## src/rtl/seq_multiplier.sv

```systemverilog
// Sequential signed/unsigned multiplier with valid/ready handshakes on both sides.
// Define SEQ_MULT_RADIX4_EN for radix-4 Booth recoding (two multiplier bits per cycle).
module seq_multiplier #(
  parameter int WIDTH = 16
) (
  input  logic                 clk,
  input  logic                 rst,
  input  logic                 in_valid,
  output logic                 in_ready,
  input  logic [WIDTH-1:0]     in_a,
  input  logic [WIDTH-1:0]     in_b,
  input  logic                 in_signed,
  output logic                 out_valid,
  input  logic                 out_ready,
  output logic [2*WIDTH-1:0]   out_product,
  output logic                 busy
);

`ifdef SEQ_MULT_RADIX4_EN
  localparam int STEP = 2;
  localparam int MW   = WIDTH + 1;
`else
  localparam int STEP = 1;
  localparam int MW   = WIDTH;
`endif
  localparam int STEPS = WIDTH / STEP;
  localparam int PW    = 2 * WIDTH;
  localparam int CW    = (STEPS > 1) ? $clog2(STEPS) : 1;
  localparam logic [CW-1:0] LAST = CW'(STEPS - 1);

  typedef enum logic [1:0] {
    IDLE = 2'd0,
    CALC = 2'd1,
    DONE = 2'd2
  } state_t;

  state_t          state_q;
  logic [PW-1:0]   mcand_q;
  logic [MW-1:0]   mplier_q;
  logic [PW-1:0]   acc_q;
  logic [PW-1:0]   prod_q;
  logic [CW-1:0]   cnt_q;
  logic            signed_q;
  logic            out_valid_q;
  logic            in_ready_q;
  logic            busy_q;

  logic [PW-1:0]   a_ext_s;
  logic [PW-1:0]   acc_init_s;
  logic [MW-1:0]   mplier_init_s;
  logic [PW-1:0]   pp_s;
  logic            sub_s;
  logic [PW-1:0]   mcand_d;
  logic [MW-1:0]   mplier_d;
  logic [PW-1:0]   acc_d;

  // Operand preparation at accept: multiplicand extended to full product width.
  always_comb begin
    a_ext_s = {{WIDTH{in_signed & in_a[WIDTH-1]}}, in_a};
`ifdef SEQ_MULT_RADIX4_EN
    mplier_init_s = {in_b, 1'b0};
    // Booth treats b as signed; an unsigned b with its MSB set is short by a*2^WIDTH.
    if (!in_signed && in_b[WIDTH-1]) begin
      acc_init_s = {in_a, {WIDTH{1'b0}}};
    end else begin
      acc_init_s = '0;
    end
`else
    mplier_init_s = in_b;
    acc_init_s    = '0;
`endif
  end

  // One multiplier step: select partial product and add or subtract it.
  always_comb begin
    pp_s  = '0;
    sub_s = 1'b0;
`ifdef SEQ_MULT_RADIX4_EN
    case (mplier_q[2:0])
      3'b001, 3'b010: begin pp_s = mcand_q;        sub_s = 1'b0; end
      3'b011:         begin pp_s = mcand_q << 1;   sub_s = 1'b0; end
      3'b100:         begin pp_s = mcand_q << 1;   sub_s = 1'b1; end
      3'b101, 3'b110: begin pp_s = mcand_q;        sub_s = 1'b1; end
      default:        begin pp_s = '0;             sub_s = 1'b0; end
    endcase
    mcand_d  = mcand_q << 2;
    mplier_d = mplier_q >> 2;
`else
    if (mplier_q[0]) begin
      pp_s = mcand_q;
    end else begin
      pp_s = '0;
    end
    // The signed MSB of b carries negative weight.
    sub_s    = signed_q && (cnt_q == LAST);
    mcand_d  = mcand_q << 1;
    mplier_d = mplier_q >> 1;
`endif
    if (sub_s) begin
      acc_d = acc_q - pp_s;
    end else begin
      acc_d = acc_q + pp_s;
    end
  end

  // Control FSM, datapath registers and registered handshake outputs.
  always_ff @(posedge clk) begin
    if (rst) begin
      state_q     <= IDLE;
      mcand_q     <= '0;
      mplier_q    <= '0;
      acc_q       <= '0;
      prod_q      <= '0;
      cnt_q       <= '0;
      signed_q    <= 1'b0;
      out_valid_q <= 1'b0;
      in_ready_q  <= 1'b1;
      busy_q      <= 1'b0;
    end else begin
      case (state_q)
        IDLE: begin
          if (in_valid && in_ready_q) begin
            mcand_q    <= a_ext_s;
            mplier_q   <= mplier_init_s;
            acc_q      <= acc_init_s;
            signed_q   <= in_signed;
            cnt_q      <= '0;
            state_q    <= CALC;
            in_ready_q <= 1'b0;
            busy_q     <= 1'b1;
          end
        end
        CALC: begin
          mcand_q  <= mcand_d;
          mplier_q <= mplier_d;
          acc_q    <= acc_d;
          cnt_q    <= cnt_q + CW'(1);
          if (cnt_q == LAST) begin
            state_q     <= DONE;
            prod_q      <= acc_d;
            out_valid_q <= 1'b1;
          end
        end
        DONE: begin
          if (out_ready) begin
            state_q     <= IDLE;
            out_valid_q <= 1'b0;
            in_ready_q  <= 1'b1;
            busy_q      <= 1'b0;
          end
        end
        default: begin
          state_q     <= IDLE;
          out_valid_q <= 1'b0;
          in_ready_q  <= 1'b1;
          busy_q      <= 1'b0;
        end
      endcase
    end
  end

  assign in_ready    = in_ready_q;
  assign out_valid   = out_valid_q;
  assign out_product = prod_q;
  assign busy        = busy_q;

endmodule

```

## config.mk

```make
export PLATFORM = sky130hd
export DESIGN_NAME = seq_multiplier
export DESIGN_NICKNAME = d
export VERILOG_FILES = /design/src/rtl/seq_multiplier.sv
export SDC_FILE = /design/constraint.sdc
export NUM_CORES = 1
export LEC_CHECK = 0
export BUFFER_PORTS_ARGS = -buffer_cell sky130_fd_sc_hd__buf_4
export CORE_ASPECT_RATIO = 0.9
export CORE_UTILIZATION = 35
export CTS_CLUSTER_DIAMETER = 120
export CTS_CLUSTER_SIZE = 10
export DETAILED_ROUTE_END_ITERATION = 6
export PLACE_DENSITY = 0.54
export SYNTH_ARGS = -nofsm -noshare
export SYNTH_HDL_FRONTEND = slang
export SYNTH_SLANG_ARGS = --single-unit
```

## constraint.sdc

```tcl
create_clock -name clk -period 8.9 [get_ports clk]
set_clock_uncertainty 0.15 [all_clocks]
set_input_delay 1.78 -clock clk [delete_from_list [all_inputs] [get_ports clk]]
set_output_delay 1.78 -clock clk [all_outputs]
set_load 0.05 [all_outputs]
```

==> PnR_summary.wiki <==
{| class="wikitable"
! Metric !! Value
|-
| Synthesized net count || 1010
|-
| DP Wirelength || 14400 µm
|-
| CP dominant cell by count || sky130_fd_sc_hd__a21oi_1
|-
| Setup Buffers After CTS || 0
|-
| Maximum number of pins on one net before global-route repair || 79
|-
| Total count of max-transition violations in the final report || 0
|-
| Die X-Extent || 153 µm
|-
| Total routing resource utilization after global routing || 0.195
|-
| Source-to-sink clock delay at the later pin of the worst-skew pair || 430 ps
|-
| Launching element type of the critical path || flop
|-
| Shortest clock period the worst path allows after layout || 4410 ps
|-
| LEAKAGE || 3.34 nW
|-
| Die span in y || 138 µm
|-
| GPL Wtd Cong || 0.928
|-
| Setup WS pre-CTS || 4550 ps
|-
| Count of buffers inserted at the top-level ports || 71
|-
| Kind of end point of the critical path || flop
|-
| Worst VDD drop || 0.135 mV
|-
| Cell chain of the critical path || o41ai_1, nand2_1, a21oi_1, a21oi_1, a31oi_4, o21ai_0, a32o_1, ha_1, and4_1, and3_1, nand4_1, o311ai_1, o221ai_2, xnor2_1, a211oi_1
|-
| Count of distinct cell types in the synthesized netlist || 72
|-
| Count of max-cap constraint violations || 0
|-
| CTS tree || yes
|-
| Maximum single-stage delay on the critical path || 500 ps
|-
| Diode count || 0
|-
| Post-synth top flop || sky130_fd_sc_hd__dfxtp_1
|-
| CP Data Required Time || 9090 ps
|-
| Area growth from synthesis to layout || 17.8%
|-
| Per-instance average area after synthesis || 7.67 µm²
|-
| Crit Path Class || reg2reg
|-
| Placed insts || 1210
|-
| Core Area || 0.0200 mm²
|-
| Commonest non-fill, non-tap cells in the layout || sky130_fd_sc_hd__nand2_1, sky130_fd_sc_hd__dfxtp_1, sky130_fd_sc_hd__a21oi_1, sky130_fd_sc_hd__buf_4, sky130_fd_sc_hd__nor2_1
|-
| Mapped cell area || 0.00720 mm²
|-
| Overall die area || 0.0212 mm²
|-
| Async set or reset register ratio after synthesis || 0
|-
| Internal power || 1.59 mW
|-
| H-tree depth || 4
|-
| CP max-delay cell || sky130_fd_sc_hd__o41ai_1
|-
| Total number of vias || 6878
|-
| Final cycle utilization of the critical path || 0.496
|-
| Total routed wirelength || 20500 µm
|-
| Maximum fanout along the worst path || 8
|-
| Synth warn || 0
|-
| Portion of total power attributed to sequential cells || 0.241
|-
| Share of layout cells above drive strength 1 || 0.141
|-
| Setup repair after global routing missed its margin || no
|-
| Part of the total power dissipated in combinational logic || 0.500
|-
| Fraction of power consumed by the clock network || 0.259
|-
| Finish-stage setup viols || 0
|-
| Pin slew with the least headroom to its limit || 963 ps
|-
| Buf+Inv Stages, Crit Path || 0
|-
| Final #Nets || 1045
|-
| GRT Residual Overflow || 0
|-
| Power, Total || 2.71 mW
|-
| Run status || completed
|-
| Number of placement rows || 49
|-
| Sequential-to-total area share from yosys stat || 0.339
|-
| Most frequent standard cell in the layout excluding fill and tap cells || sky130_fd_sc_hd__nand2_1
|-
| Routed wire per std cell || 16.5 µm
|-
| Count of antenna-violating nets left after detailed routing || 0
|-
| Number of antenna violations at the first check in global routing || 0
|-
| Total number of clock tree sinks || 122
|-
| Number of cells upsized or downsized after cts || 0
|-
| Clk pin slew, worst setup/hold paths || 60 ps
|-
| Number of vias per cell || 5.54
|-
| Starting density of the core || 0.359
|-
| Root Buffer Master || sky130_fd_sc_hd__clkbuf_16
|-
| Data arrival time of the critical path || 4600 ps
|-
| Gate count of the mapped netlist || 939
|-
| P per Cell Area || 320 mW/mm²
|-
| Worst slew margin relative to its limit || 0.351
|-
| Via count of the first global-routing pass || 6102
|-
| Aggregate negative setup slack || 0 ps
|-
| Number of flops mapped to enable cells by yosys || 0
|-
| Hold-fix buffer count after cts || 0
|-
| Switching share of power || 0.413
|-
| DRC errors left || 0
|-
| Hold Fails Final Rpt || 0
|-
| Detailed-router iteration count before antenna repair || 4
|-
| Number of storage elements in the synthesis netlist || 122
|-
| Worst path top cell family by delay || compound AO/OA/AOI/OAI gates
|-
| Maximum root-to-sink buffer count || 2
|-
| Iteration-0 DRC Markers || 529
|-
| First-pass GRT wire length || 32800 µm
|-
| Sw Pwr || 1.12 mW
|-
| Maximum frequency from static timing analysis || 227 MHz
|-
| Non-Filler Instances || 1242
|-
| Total CTS buffers || 17
|-
| IO Pins || 72
|-
| Hold Path Class || reg2reg
|-
| Hold Worst Slack || 299 ps
|-
| Crit path setup slack, layout || 4490 ps
|}
power by group through the flow:
stage | clock network [mW] | registers (mW) | logic, mW
global route | 0.746 | 0.658 | 1.49
floorplan | 0 | 0.646 | 1.06
finish | 0.703 | 0.652 | 1.35
detailed placement | 0 | 0.662 | 1.34
CTS | 0.721 | 0.651 | 1.35
global placement | 0 | 0.663 | 1.35
synthesized netlist by cell type, types with 3 or more instances:
master | instances | area share
sky130_fd_sc_hd__nand2_1 | 165 | 0.086
sky130_fd_sc_hd__dfxtp_1 | 122 | 0.34
sky130_fd_sc_hd__a21oi_1 | 115 | 0.080
sky130_fd_sc_hd__nor2_1 | 65 | 0.034
sky130_fd_sc_hd__clkbuf_1 | 48 | 0.025
sky130_fd_sc_hd__nand3_1 | 41 | 0.028
sky130_fd_sc_hd__a22oi_1 | 33 | 0.034
sky130_fd_sc_hd__ha_1 | 33 | 0.057
sky130_fd_sc_hd__o21ai_0 | 30 | 0.021
sky130_fd_sc_hd__xor2_1 | 28 | 0.034
sky130_fd_sc_hd__a31oi_1 | 23 | 0.020
sky130_fd_sc_hd__xnor2_1 | 23 | 0.028
sky130_fd_sc_hd__a21o_1 | 21 | 0.022
sky130_fd_sc_hd__nor3_1 | 20 | 0.014
sky130_fd_sc_hd__nand2b_1 | 15 | 0.013
sky130_fd_sc_hd__buf_1 | 10 | 0.0052
sky130_fd_sc_hd__inv_1 | 10 | 0.0052
sky130_fd_sc_hd__o21ai_1 | 10 | 0.0069
sky130_fd_sc_hd__nand4_1 | 9 | 0.0078
sky130_fd_sc_hd__o22ai_1 | 7 | 0.0061
sky130_fd_sc_hd__a211oi_1 | 6 | 0.0063
sky130_fd_sc_hd__and3_1 | 6 | 0.0052
sky130_fd_sc_hd__buf_2 | 5 | 0.0035
sky130_fd_sc_hd__nor4_1 | 5 | 0.0043
sky130_fd_sc_hd__o31ai_1 | 5 | 0.0052
sky130_fd_sc_hd__a22o_1 | 4 | 0.0049
sky130_fd_sc_hd__a32o_1 | 4 | 0.0056
sky130_fd_sc_hd__nor2b_1 | 4 | 0.0035
sky130_fd_sc_hd__o311ai_1 | 4 | 0.0049
sky130_fd_sc_hd__or3_1 | 4 | 0.0035
sky130_fd_sc_hd__or4_1 | 4 | 0.0042
sky130_fd_sc_hd__a311oi_1 | 3 | 0.0036
sky130_fd_sc_hd__o211ai_1 | 3 | 0.0031
sky130_fd_sc_hd__o21a_1 | 3 | 0.0031
sky130_fd_sc_hd__o31a_1 | 3 | 0.0036
sky130_fd_sc_hd__o41ai_1 | 3 | 0.0036
sky130_fd_sc_hd__or2_2 | 3 | 0.0026
path summary, 6_finish.rpt:
kind | start | end | slack [ps] | depth (start not counted)
worst max-delay path | mcand_q[3] | out_product[31] | 4490 | 15
worst min-delay path | out_product[23] | out_product[23] | 300 | 2
worst max register to register | mcand_q[3] | out_product[31] | 4490 | 15
worst min register to register | out_product[23] | out_product[23] | 300 | 2
registers in the layout (all words and copies together) (netlist names):
| register | cells |
|---|---|
| busy | 1 |
| mcand_q | 32 |
| out_product | 32 |
| in_ready | 1 |
| state_q | 2 |
| signed_q | 1 |
| acc_q | 32 |
| mplier_q | 16 |
| cnt_q | 4 |
| out_valid | 1 |
tightest hold or removal path, stage by stage (launching register included):
cell	delay (ps)
sky130_fd_sc_hd__dfxtp_1	310
sky130_fd_sc_hd__nand2_1	50
sky130_fd_sc_hd__a21oi_1	50
stage by stage:
stage,util,instance area (µm²)
6_report,0.423,8480
4_1_cts,0.423,8480
5_1_grt,0.423,8480
3_5_place_dp,0.393,7880
3_3_place_gp,0.393,7880
2_1_floorplan,-,7200
routing by layer:
layer,GRT usage,part of all wire,up-vias
li1,-,-,3462
met1,0.291,0.52,3240
met2,0.283,0.43,159
met3,0.0367,0.044,17
met4,0.0521,0.012,0
met5,0,0,-
final cells by class:
| type | count | area, µm² |
|---|---|---|
| Clock buffer | 20 | 457 |
| Clock inverter | 12 | 141 |
| Fill cell | 2041 | 11600 |
| Inverter | 11 | 41.3 |
| Multi-Input combinational cell | 741 | 4470 |
| Sequential cell | 122 | 2440 |
| Tap cell | 255 | 319 |
| Timing Repair Buffer | 81 | 608 |
logic make-up (layout without fill, tap and decap cells):
family                     after synthesis  after routing  share of synthesized area
and+or+nand+nor                        354            354                      0.223
muxes                                    3              3                    0.00486
AOI/OAI and AO/OA                      299            299                      0.268
xor gates and xnor gates                51             51                     0.0620
adders and majority gates               34             34                     0.0601
DFF                                    122            122                      0.339
buffers and inverters                   76            124                     0.0426
Power figures use the tool's default switching activity.
